--- src/rtl/cpu_pkg.sv ---
// Shared encodings for the multi-cycle RV64 subset core: opcodes,
// ALUOp / operand-B select values and the control FSM state set.
package cpu_pkg;

  localparam logic [6:0] OP_RTYPE  = 7'b0110011;
  localparam logic [6:0] OP_ITYPE  = 7'b0010011;
  localparam logic [6:0] OP_LOAD   = 7'b0000011;
  localparam logic [6:0] OP_STORE  = 7'b0100011;
  localparam logic [6:0] OP_BRANCH = 7'b1100011;
  localparam logic [6:0] OP_HALT   = 7'b1111111;

  localparam logic [1:0] ALUOP_ADD   = 2'b00;
  localparam logic [1:0] ALUOP_SUB   = 2'b01;
  localparam logic [1:0] ALUOP_FUNCT = 2'b10;

  localparam logic [1:0] SRCB_RS2  = 2'b00;
  localparam logic [1:0] SRCB_FOUR = 2'b01;
  localparam logic [1:0] SRCB_IMM  = 2'b10;

  typedef enum logic [3:0] {
    S_IF,
    S_ID,
    S_EX_R,
    S_EX_I,
    S_ADDR,
    S_BR,
    S_MEM_RD,
    S_MEM_WR,
    S_WB_ALU,
    S_WB_MEM,
    S_HALT
  } state_t;

  // States that issue a memory request and may stall on ready.
  function automatic logic is_wait_state(input state_t s);
    return (s == S_IF) || (s == S_MEM_RD) || (s == S_MEM_WR);
  endfunction

endpackage

--- src/rtl/mem_wait_timer.sv ---
// Counts consecutive stalled memory cycles; flags expiry on the
// TIMEOUT-th stalled cycle. Ports: i_clk, i_rst, i_wait, o_expired.
module mem_wait_timer #(
  parameter int TIMEOUT = 64
) (
  input  logic i_clk,
  input  logic i_rst,
  input  logic i_wait,
  output logic o_expired
);

  localparam int W = $clog2(TIMEOUT + 1);
  localparam logic [W-1:0] LAST = W'(TIMEOUT - 1);

  logic [W-1:0] cnt_q;
  logic [W-1:0] cnt_d;

  assign o_expired = i_wait && (cnt_q == LAST);

  // Any cycle that is not a stall (ready, or another state) clears.
  assign cnt_d = (i_wait && !o_expired) ? cnt_q + W'(1) : '0;

  always_ff @(posedge i_clk) begin
    if (i_rst) begin
      cnt_q <= '0;
    end else begin
      cnt_q <= cnt_d;
    end
  end

endmodule

--- src/rtl/multicycle_control.sv ---
// Main IF/ID/EX/MEM/WB sequencing FSM of the multi-cycle datapath.
// Ports: opcode/funct3/zero/mem_ready in; mux selects, enables,
// memory requests and illegal/done/error status out.
module multicycle_control
  import cpu_pkg::*;
#(
  parameter int         TIMEOUT     = 64,
  parameter logic [6:0] HALT_OPCODE = 7'b1111111
) (
  input  logic       i_clk,
  input  logic       i_rst,
  input  logic [6:0] i_opcode,
  input  logic [2:0] i_funct3,
  input  logic       i_zero,
  input  logic       i_mem_ready,
  output logic [1:0] o_ALUOp,
  output logic       o_ALUSrcA,
  output logic [1:0] o_ALUSrcB,
  output logic       o_pc_write,
  output logic       o_pc_src,
  output logic       o_ir_write,
  output logic       o_mem_read,
  output logic       o_mem_write,
  output logic       o_mem_iord,
  output logic       o_reg_write,
  output logic       o_mem_to_reg,
  output logic       o_illegal,
  output logic       o_done,
  output logic       o_error
);

  state_t state_q, state_d;
  logic   err_q;
  logic   expired;
  logic   stall;

  logic pc_write, ir_write, mem_read, mem_write;
  logic reg_write, illegal;

  logic unused_funct3;
  assign unused_funct3 = ^i_funct3[2:1];

  assign stall = is_wait_state(state_q) && !i_mem_ready;

  mem_wait_timer #(
    .TIMEOUT (TIMEOUT)
  ) u_timer (
    .i_clk     (i_clk),
    .i_rst     (i_rst),
    .i_wait    (stall),
    .o_expired (expired)
  );

  always_comb begin
    state_d      = state_q;
    o_ALUOp      = ALUOP_ADD;
    o_ALUSrcA    = 1'b0;
    o_ALUSrcB    = SRCB_RS2;
    o_pc_src     = 1'b0;
    o_mem_iord   = 1'b0;
    o_mem_to_reg = 1'b0;
    pc_write     = 1'b0;
    ir_write     = 1'b0;
    mem_read     = 1'b0;
    mem_write    = 1'b0;
    reg_write    = 1'b0;
    illegal      = 1'b0;
    case (state_q)
      S_IF: begin
        mem_read  = 1'b1;
        o_ALUSrcB = SRCB_FOUR;
        if (i_mem_ready) begin
          ir_write = 1'b1;
          pc_write = 1'b1;
          state_d  = S_ID;
        end else if (expired) begin
          state_d = S_HALT;
        end
      end
      S_ID: begin
        o_ALUSrcB = SRCB_IMM;
        case (i_opcode)
          OP_RTYPE:            state_d = S_EX_R;
          OP_ITYPE:            state_d = S_EX_I;
          OP_LOAD, OP_STORE:   state_d = S_ADDR;
          OP_BRANCH:           state_d = S_BR;
          HALT_OPCODE:         state_d = S_HALT;
          default: begin
            illegal = 1'b1;
            state_d = S_IF;
          end
        endcase
      end
      S_EX_R: begin
        o_ALUSrcA = 1'b1;
        o_ALUOp   = ALUOP_FUNCT;
        state_d   = S_WB_ALU;
      end
      S_EX_I: begin
        o_ALUSrcA = 1'b1;
        o_ALUSrcB = SRCB_IMM;
        o_ALUOp   = ALUOP_FUNCT;
        state_d   = S_WB_ALU;
      end
      S_ADDR: begin
        o_ALUSrcA = 1'b1;
        o_ALUSrcB = SRCB_IMM;
        state_d   = (i_opcode == OP_STORE) ? S_MEM_WR : S_MEM_RD;
      end
      S_BR: begin
        o_ALUSrcA = 1'b1;
        o_ALUOp   = ALUOP_SUB;
        o_pc_src  = 1'b1;
        // funct3[0] inverts the sense: BEQ takes on zero, BNE on nonzero.
        pc_write  = i_zero ^ i_funct3[0];
        state_d   = S_IF;
      end
      S_MEM_RD: begin
        mem_read   = 1'b1;
        o_mem_iord = 1'b1;
        if (i_mem_ready)  state_d = S_WB_MEM;
        else if (expired) state_d = S_HALT;
      end
      S_MEM_WR: begin
        mem_write  = 1'b1;
        o_mem_iord = 1'b1;
        if (i_mem_ready)  state_d = S_IF;
        else if (expired) state_d = S_HALT;
      end
      S_WB_ALU: begin
        reg_write = 1'b1;
        state_d   = S_IF;
      end
      S_WB_MEM: begin
        reg_write    = 1'b1;
        o_mem_to_reg = 1'b1;
        state_d      = S_IF;
      end
      S_HALT: state_d = S_HALT;
      default: state_d = S_IF;
    endcase
  end

  // Reset suppresses every side effect in the cycle it is applied.
  assign o_pc_write  = pc_write  && !i_rst;
  assign o_ir_write  = ir_write  && !i_rst;
  assign o_mem_read  = mem_read  && !i_rst;
  assign o_mem_write = mem_write && !i_rst;
  assign o_reg_write = reg_write && !i_rst;
  assign o_illegal   = illegal   && !i_rst;
  assign o_done      = (state_q == S_HALT);
  assign o_error     = err_q;

  always_ff @(posedge i_clk) begin
    if (i_rst) begin
      state_q <= S_IF;
      err_q   <= 1'b0;
    end else begin
      state_q <= state_d;
      if (expired) err_q <= 1'b1;
    end
  end

endmodule

--- config.mk ---
export PLATFORM = sky130hd
export DESIGN_NAME = multicycle_control
export DESIGN_NICKNAME = d
export VERILOG_FILES = /design/src/rtl/cpu_pkg.sv /design/src/rtl/mem_wait_timer.sv /design/src/rtl/multicycle_control.sv
export SDC_FILE = /design/constraint.sdc
export NUM_CORES = 1
export LEC_CHECK = 0
export ABC_CLOCK_PERIOD_IN_PS = 2050
export CAP_MARGIN = 15
export CORE_AREA = 4 4 51 53
export CTS_CLUSTER_SIZE = 40
export DETAILED_ROUTE_END_ITERATION = 10
export DIE_AREA = 0 0 55 57
export PLACE_DENSITY = 0.7
export REMOVE_ABC_BUFFERS = 1
export SETUP_SLACK_MARGIN = 0.4
export SLEW_MARGIN = 20
export SYNTH_ARGS = -nofsm -noshare
export SYNTH_HDL_FRONTEND = slang
export SYNTH_SLANG_ARGS = --single-unit
--- constraint.sdc ---
create_clock -name i_clk -period 2.05 [get_ports i_clk]
set_input_delay 0.205 -clock i_clk [delete_from_list [all_inputs] [get_ports i_clk]]
set_output_delay 0.205 -clock i_clk [all_outputs]
set_load 0.005 [all_outputs]
=== Word level (Yosys, flattened, before mapping) ===
Index checks and enable logic that the tools add are counted.
W data, S select, Z words.

* Register bits: 12
* Output and inout bits: 16

* Add/sub/neg operators: 1
* Eq/ne operators: 17
* Muxes and demuxes: 21
* Bitwise operators: 2
* Reduce and logical (&&, ||, !) cells: 24

{| class="wikitable"
|+ Operators by type and width
! kind !! number
|-
| $pmux W4 S7 || 1
|-
| $eq A7 B6 Y1 const B || 3
|-
| $pmux W4 S5 || 1
|-
| $eq A4 B3 Y1 const B || 4
|-
| $mux W4 || 4
|-
| $eq A7 B7 Y1 const B || 2
|-
| $eq A4 B4 Y1 const B || 3
|-
| $mux W1 || 12
|-
| $reduce_or A2 Y1 || 6
|-
| $logic_and A1 B1 Y1 || 9
|-
| $eq A4 B2 Y1 const B || 2
|-
| $pmux W2 S2 || 2
|-
| $add A7 B1 Y7 const B || 1
|-
| $eq A7 B2 Y1 const B || 1
|-
| $eq A7 B5 Y1 const B || 1
|-
| $reduce_or A6 Y1 || 1
|-
| $eq A4 B1 Y1 const B || 1
|-
| $logic_not A4 Y1 || 1
|-
| $reduce_or A4 Y1 || 1
|-
| $logic_not A1 Y1 || 3
|-
| $reduce_or A3 Y1 || 1
|-
| $logic_or A1 B1 Y1 || 2
|-
| $pmux W1 S2 || 1
|-
| $not A1 Y1 || 1
|-
| $xor A1 B1 Y1 || 1
|}

=== Logic depth before layout (Yosys ltp) ===
Gate-level depths: netlist (run 1).

* Depth after elaboration: 9
* Mapped depth: 5
* Gate-level depth less buffers: 5

=== Hierarchy ===
A second synthesis (run 1) with hierarchy kept.

* Cell total of the unflattened synthesis: 116
* Area total of the unflattened synthesis: 880.8 µm²

{| class="wikitable"
|+ Modules (own cells, without submodules)
! module !! instances !! cells each !! area each (µm²) !! seq. area each (µm²)
|-
| multicycle_control || 1 || 84 || 589.3 || 100.1
|-
| mem_wait_timer || 1 || 32 || 291.5 || 140.1
|}

=== Least setup slack after synthesis (run 1) ===
OpenSTA, ideal clock, no wires.

* Kind: flip-flop to flip-flop
* Start: register state_q[0]
* End: register u_timer.cnt_q[3]
* Library setup time: 0.064 ns
* Arrival time: 1.547 ns
* Slack: 0.439 ns
* Cell stages (with the launch flop): 6
* Path buffers: 1
* Cell sequence: dfxtp_1 buf_6 or3_4 a211o_1 or3_4 nor2_1

* Cells in the longest elaborated chain, start to end: 9
* Elaborated cells on any way between the ends: 11
* Classes of those cells: 2 x eq/ne; 1 x bitwise; 8 x reduce/logical

{| class="wikitable"
|+ RTL lines
! element !! RTL line !! RTL
|-
| start: declaration || multicycle_control.sv:32 || <nowiki>state_t state_q, state_d;</nowiki>
|-
| start signal: assignment || multicycle_control.sv:159 || <nowiki>state_q <= state_d;</nowiki>
|-
| $eq A4 B3 Y1 / $logic_not A4 Y1 (equally long branches) || cpu_pkg.sv:36 || <nowiki>return (s == S_IF) || (s == S_MEM_RD) || (s == S_MEM_WR);</nowiki>
|-
| $logic_or A1 B1 Y1 || cpu_pkg.sv:36 ||
|-
| $logic_or A1 B1 Y1 * || cpu_pkg.sv:36 ||
|-
| $logic_and A1 B1 Y1 * || multicycle_control.sv:43 || <nowiki>assign stall = is_wait_state(state_q) && !i_mem_ready;</nowiki>
|-
| $logic_and A1 B1 Y1 || mem_wait_timer.sv:18 || <nowiki>assign o_expired = i_wait && (cnt_q == LAST);</nowiki>
|-
| $logic_not A1 Y1 || mem_wait_timer.sv:21 || <nowiki>assign cnt_d = (i_wait && !o_expired) ? cnt_q + W'(1) : '0;</nowiki>
|-
| $logic_and A1 B1 Y1 * || mem_wait_timer.sv:21 ||
|-
| $not A1 Y1 (no line) * || n/a ||
|-
| $reduce_or A2 Y1 (no line) * || n/a ||
|-
| end signal: assignment || mem_wait_timer.sv:27 || <nowiki>cnt_q <= cnt_d;</nowiki>
|-
| end: declaration || mem_wait_timer.sv:15 || <nowiki>logic [W-1:0] cnt_q;</nowiki>
|}

Mark *: on every way between the ends. The rest lies on a longest branch, timed or not.
A chain may end at the register's enable or synchronous reset.

=== Worst setup path in the final report (run 1) ===
* Start: register state_q[1]
* End: output o_mem_read

* Cells in the longest elaborated chain, start to end: 4
* Elaborated cells on any way between the ends: 5
* Classes of those cells: 1 x eq/ne; 1 x mux; 3 x reduce/logical

{| class="wikitable"
|+ RTL lines
! element !! RTL line !! RTL
|-
| $eq A4 B3 Y1 / $logic_not A4 Y1 (equally long branches) || multicycle_control.sv:68 || <nowiki>case (state_q)</nowiki>
|-
| $reduce_or A2 Y1 (no line) * || n/a ||
|-
| $mux W1 * || multicycle_control.sv:68 ||
|-
| $logic_and A1 B1 Y1 * || multicycle_control.sv:147 || <nowiki>assign o_mem_read = mem_read && !i_rst;</nowiki>
|-
| end: declaration || multicycle_control.sv:22 || <nowiki>output logic o_mem_read,</nowiki>
|}

Marks and branches as above.

==> results of run 1 <==
state kept, by name, summed over array words and instances (netlist names):
register       flops
state_q            4
o_error            1
u_timer.cnt_q      7
worst register-to-register path, stage by stage, from the launching register on:
cell and delay, ns:
dfxtp_4 0.37, or4b_1 0.55, buf_4 0.17, nor4b_2 0.24, nor3_2 0.07, o32ai_1 0.27
layer usage:
layer	track usage, %	wire length (um)	up-vias
met2	29.7	1300	28
met1	19.8	996	466
met4	5.56	58	0
met3	2.09	148	6
li1	-	-	499
met5	0	0	-
logic make-up (layout without fill, tap and decap cells):
logic type               Yosys count  in the layout  synth area share, %
AND/OR/NAND/NOR                   57             57                 38.8
AO/OA/AOI/OAI                     21             21                 17.3
flip-flops                        12             12                 28.9
buffers and inverters             12             57                 6.92
XOR/XNOR                           5              5                 5.26
adder cells (fa/ha/maj)            1              1                 1.50
multiplexers                       1              1                 1.35
final timing paths:
| path | to | slack, ns | depth (start not counted) |
|---|---|---|---|
| max | o_mem_read | 0.27 | 4 |
| min | u_timer.cnt_q[0] | 0.45 | 1 |
| max reg2reg | state_q[0] | 0.28 | 5 |
| min reg2reg | u_timer.cnt_q[0] | 0.45 | 1 |
power by group through the flow:
stage / clock network [mW] / registers [mW] / logic, mW
2_1_floorplan: 0 / 0.248 / 0.0496
5_1_grt: 0.199 / 0.241 / 0.161
3_3_place_gp: 0 / 0.247 / 0.118
3_5_place_dp: 0 / 0.247 / 0.120
6_report: 0.178 / 0.240 / 0.149
4_1_cts: 0.186 / 0.240 / 0.133
repair_timing:
item | 4_1_cts | 5_1_grt
pin swaps | 10 | 12
buffers inserted | 9 | 4
hold endpoints to repair | 0 | 0
gates resized for setup | 57 | 26
endpoints found under the setup margin | 21 | 22
stage by stage:
stage / setup slack [ns] / cells / power, mW / area, um2 / util, %
4_1_cts: 0.163 / 178 / 0.559 / 1330 / 61.7
5_1_grt: 0.221 / 182 / 0.600 / 1410 / 65.4
3_3_place_gp: 0.0987 / 165 / 0.365 / 1160 / 53.9
6_report: 0.268 / 182 / 0.566 / 1410 / 65.4
3_5_place_dp: 0.0828 / 165 / 0.367 / 1160 / 53.9
2_1_floorplan: 0.469 / 102 / 0.298 / 793 / -
cell usage after synthesis, drive strengths merged, types with 3 or more instances:
library cell / count / area share, %
dfxtp: 12 / 29
a21oi: 6 / 3.6
nor2: 14 / 6.3
xnor2: 3 / 3.2
or3: 4 / 4.2
nand3: 3 / 1.8
inv: 5 / 2.3
nand2b: 3 / 2.3
nor3: 11 / 6.6
buf: 5 / 3.8
nand2: 8 / 3.6
area by class of cell:
cell class | instances | area (um2) | area share [%]
multi-input cells | 85 | 646 | 45.9
inverters | 5 | 22.5 | 1.60
clock buffers | 4 | 36.3 | 2.58
flip-flops and latches | 12 | 253 | 18.0
well taps | 28 | 35.0 | 2.49
repair buffers | 48 | 413 | 29.4
==> results.yml, run 1 <==
global_routing:
  track_usage_pct: 16.7
  grt_pass1_wl_um: 4050
  grt_max_degree: 14
  first_global_vias: 954
  antenna_found_initial: 0
  grt_remaining_overflow: 0
synth:
  yosys_warnings: 0
  ys_types: 42
  ys.flop_type: "dfxtp_1"
  synth_edf_count: 0
  ys_seq_area_share_pct: 28.9
  synth_cells: 109
  async_reset_ff_share_pct: 0
  synth_area_um2: 832
  avgSynthCellArea_um2: 7.63
  ys_ff_latch: 12
die:
  io_pins: 30
  die_area_um2: 3140
  die_h_um: 57
  core-area_um2: 2150
  rows: 17
  die_w_um: 55
  start_util_pct: 38.7
sta:
  hold_ws_ns: 0.452
  slew_violations: 0
  fin_setup_tns_ns: 0
  setup_viol: 0
  fmax_mhz: 561
  period_needed_ns: 1.78
  final_hold_viol_count: 0
  clock_skew_ns: 0.00140
  worst_pin_slew_ns: 0.367
  max_slew_margin_pct: 75.6
  rsz0062_at_grt: "true"
  period_share_pct: 86.9
outcome:
  status: "finished clean"
clock_tree:
  clock-root-buffer: "clkbuf_4"
  cts_hold_buf: 0
  cts-buffers-inserted: 3
  clkSlewWorstSetupHoldPaths_ns: 0.07
  htreeDepth: 1
  cts_tree: "yes"
  cts.sinks: 12
  cts.path.max_buffers: 2
  clk_latency_ns: 0.26
routing:
  dr.pass1.iters: 4
  routed_wl_um: 2500
  vias_per_cell: 5.49
  num_vias: 999
  drc: 0
  drt_iter0_drc: 12
  ant_nets: 0
  routedWlPerCell_um: 13.7
power:
  seqPwrFrac_pct: 42.4
  power_switching_uw: 141
  p_comb_share_pct: 26.3
  clkPwrFrac_pct: 31.4
  intPower_uw: 425
  sw_frac_of_total_pct: 24.9
  peakVddDrop_uv: 486
  power_density_nw_per_um2: 403
  power.leakage_nw: 0.571
critical_path:
  slowest_stage: "or4_4"
  crit_type: "flip-flop to output pin"
  crit_buf_inv: 2
  crit_arrival_ns: 1.58
  crit_family: "simple AND/OR/NAND/NOR gates"
  worstSetupStartpointType: "flip-flop"
  slowest_delay_ns: 0.57
  end_kind: "output pin"
  r2r-start: "state_q[1]"
  cp_cell_sequence: "or4_4, buf_6, a21oi_2, buf_2"
  cp.required_ns: 1.85
  crit_start: "state_q[1]"
  path_max_fanout: 6
job:
  max_cap_viol_count: 0
min_path:
  hp-start: "u_timer.cnt_q[0]"
  hold_path.class: "flip-flop to flip-flop"
place:
  dp_hpwl_um: 1680
  portBuffers: 27
  routabilityCongestion: 0.822
cells_and_area:
  layout.nets: 170
  fill_cells: 182
  layout_common_cells: "14 x buf_4, 11 x clkdlybuf4s50_1, 8 x dfxtp_1"
  final_common_cell: "buf_4"
  syn_to_final_growth_pct: 68.9
  drive_gt1_share_pct: 42.9
  diodes: 0
No activity file was read; power rests on OpenSTA's default activity.
==> run 2, diff against run 1 <==
--- a/config.mk
+++ b/config.mk
@@ -5,13 +5,14 @@
 export SDC_FILE = /design/constraint.sdc
 export NUM_CORES = 1
 export LEC_CHECK = 0
+export ABC_AREA = 1
 export ABC_CLOCK_PERIOD_IN_PS = 2050
 export CAP_MARGIN = 15
-export CORE_AREA = 4 4 51 53
+export CORE_AREA = 4 4 52 54
 export CTS_CLUSTER_SIZE = 40
 export DETAILED_ROUTE_END_ITERATION = 10
-export DIE_AREA = 0 0 55 57
-export PLACE_DENSITY = 0.7
+export DIE_AREA = 0 0 56 58
+export PLACE_DENSITY = 0.69
 export REMOVE_ABC_BUFFERS = 1
 export SETUP_SLACK_MARGIN = 0.4
 export SLEW_MARGIN = 20
==> run 2 against run 1 <==
Cell area shrank 6.5%; setup slack gained 0.17 ns; core utilization shrank 6.0 points; non-clock buffer count shrank 9; synthesized cell count grew 22%; sequential power grew 3%; clock-buffer cell count is the same; sequential share of layout area grew 1.1 points.
==> results.yml, run 2 <==
routing:
  vias_per_cell: 4.80
  ant_nets: 0
  dr.pass1.iters: 4
  routedWlPerCell_um: 11.4
  num_vias: 969
  drc: 0
  routed_wl_um: 2310
  drt_iter0_drc: 11
clock_tree:
  cts_tree: "yes"
  cts.path.max_buffers: 2
  htreeDepth: 1
  cts_hold_buf: 0
  clock-root-buffer: "clkbuf_4"
  cts.sinks: 12
  clkSlewWorstSetupHoldPaths_ns: 0.07
  cts-buffers-inserted: 3
  clk_latency_ns: 0.28
cells_and_area:
  drive_gt1_share_pct: 29.3
  final_common_cell: "nand2_1"
  regMostFlops: "u_timer.cnt_q"
  syn_to_final_growth_pct: 54.6
  layout.nets: 190
  layout_common_cells: "24 x nand2_1, 20 x inv_1, 19 x nor2_1"
  fill_cells: 213
  largest_register_ffs: 7
  diodes: 0
synth:
  ys_ff_latch: 12
  synth_area_um2: 850
  yosys.area.top_type: "dfxtp_1"
  async_reset_ff_share_pct: 0
  synth_edf_count: 0
  synth_top_area_share_pct: 28.3
  yosys_warnings: 0
  ys.flop_type: "dfxtp_1"
  synth_cells: 133
  synth.most_common_cell: "nand2_1"
  avgSynthCellArea_um2: 6.39
  synthTopCellsByArea: "dfxtp_1 28%, nand2_1 12%, inv_1 9.7%"
  ys_types: 22
  ys_seq_area_share_pct: 28.3
  netlist_top_cells_count: "27 x nand2_1, 22 x inv_1, 21 x nor2_1, 12 x dfxtp_1, 10 x nand3_1"
min_path:
  hold_path_depth: 1
  hold_path.class: "flip-flop to flip-flop"
  holdPathEnd: "u_timer.cnt_q[0]"
  hp-start: "u_timer.cnt_q[0]"
die:
  io_pins: 30
  die_h_um: 58
  core-area_um2: 2210
  rows: 17
  die_area_um2: 3250
  start_util_pct: 38.4
  die_w_um: 56
sta:
  clock_skew_ns: 0.000505
  fin_setup_tns_ns: 0
  period_needed_ns: 1.61
  fmax_mhz: 621
  fin_ws_ns: 0.441
  setup_viol: 0
  max_slew_margin_pct: 82.3
  rsz0062_at_grt: "true"
  slew_violations: 0
  final_hold_viol_count: 0
  worst_pin_slew_ns: 0.263
  period_share_pct: 78.5
power:
  power_density_nw_per_um2: 447
  seqPwrFrac_pct: 41.8
  peakVddDrop_uv: 325
  intPower_uw: 417
  power_uw: 588
  sw_frac_of_total_pct: 29.0
  clkPwrFrac_pct: 32.4
  power_switching_uw: 171
  power.leakage_nw: 0.667
  p_comb_share_pct: 25.8
critical_path:
  r2r_cells: 7
  path_max_fanout: 3
  crit_type: "flip-flop to output pin"
  r2r-start: "u_timer.cnt_q[0]"
  r2r_end: "state_q[3]"
  cp.required_ns: 1.85
  crit_arrival_ns: 1.40
  rrSetupSlack_ns: 0.59
  worstSetupStartpointType: "flip-flop"
  end_kind: "output pin"
global_routing:
  grt_remaining_overflow: 0
  grt_pass1_wl_um: 3860
  antenna_found_initial: 0
  grt_max_degree: 8
  first_global_vias: 962
  track_usage_pct: 14.7
place:
  portBuffers: 27
  routabilityCongestion: 0.809
  dp_slack_ns: 0.106
  dp_hpwl_um: 1760
job:
  max_cap_viol_count: 0
outcome:
  status: "finished clean"
run 2: changes by cell type after synthesis, moves of 4 or more:
cell | previous run | this run
nor2_4 | 0 | 4
inv_1 | 5 | 22
nand3_1 | 3 | 10
nand2_1 | 8 | 27
nor2_1 | 14 | 21
nor3_1 | 11 | 4
run 2: area by class of cell:
cell class              count  area (um2)  share of cell area [%]
clock buffers               4        36.3                    2.76
inverters                  22        82.6                    6.29
multi-input cells          97         567                    43.1
flip-flops and latches     12         250                    19.0
well taps                  28        35.0                    2.67
repair buffers             39         343                    26.1
run 2: what timing repair did:
item / CTS / global route
gates resized for setup: 29 / 23
pin swaps: 3 / 6
buffers inserted: 6 / 2
endpoints found under the setup margin: 15 / 13
run 2: through the flow:
stage / util, % / area, um2 / instances / hold slack [ns]
after floorplan: - / 835 / 131 / 0.274
after global placement: 52.9 / 1170 / 190 / 0.430
after detailed placement: 52.9 / 1170 / 190 / 0.443
after CTS: 57.7 / 1280 / 200 / 0.454
after global routing: 59.4 / 1310 / 202 / 0.485
final: 59.4 / 1310 / 202 / 0.448
run 2: layer usage:
layer	up-vias	wire, um	global-route usage (%)
met1	425	965	15.1
met3	6	126	3.56
met5	-	0	0
li1	507	-	-
met2	31	1150	28.2
met4	0	62	6.10
run 2: cell families (layout without fill, tap and decap cells):
group,after synthesis,count (layout),share of synthesized area (%)
AND/OR/NAND/NOR,81,81,48.2
flip-flops,12,12,28.3
buffers and inverters,24,65,11.5
AO/OA/AOI/OAI,12,12,7.51
XOR/XNOR,3,3,3.09
adder cells (fa/ha/maj),1,1,1.47
run 2: power groups by stage:
stage / combinational (mW) / clock [mW] / sequential (mW)
finish: 0.151 / 0.191 / 0.246
global route: 0.166 / 0.206 / 0.247
CTS: 0.141 / 0.199 / 0.246
detailed placement: 0.135 / 0 / 0.251
global placement: 0.132 / 0 / 0.251
floorplan: 0.0665 / 0 / 0.250
run 2: worst max-delay path by stage:
stage / start / end / slack [ns] / depth (start not counted)
3_5_place_dp: i_opcode[0] / o_illegal / 0.11 / 6
6_report: state_q[2] / o_pc_write / 0.44 / 8
2_1_floorplan: state_q[2] / o_pc_write / 0.80 / 6
3_3_place_gp: i_rst / o_illegal / 0.15 / 5
4_1_cts: state_q[2] / o_illegal / 0.26 / 7
5_1_grt: state_q[2] / o_pc_write / 0.35 / 8
run 2: critical path, stage by stage (launching register included):
cell and delay [ns]:
dfxtp_4 0.35, inv_1 0.06, nor2_4 0.12, inv_2 0.07
nor2_4 0.11, buf_4 0.11, nand3_1 0.07, a21oi_2 0.11
buf_2 0.12
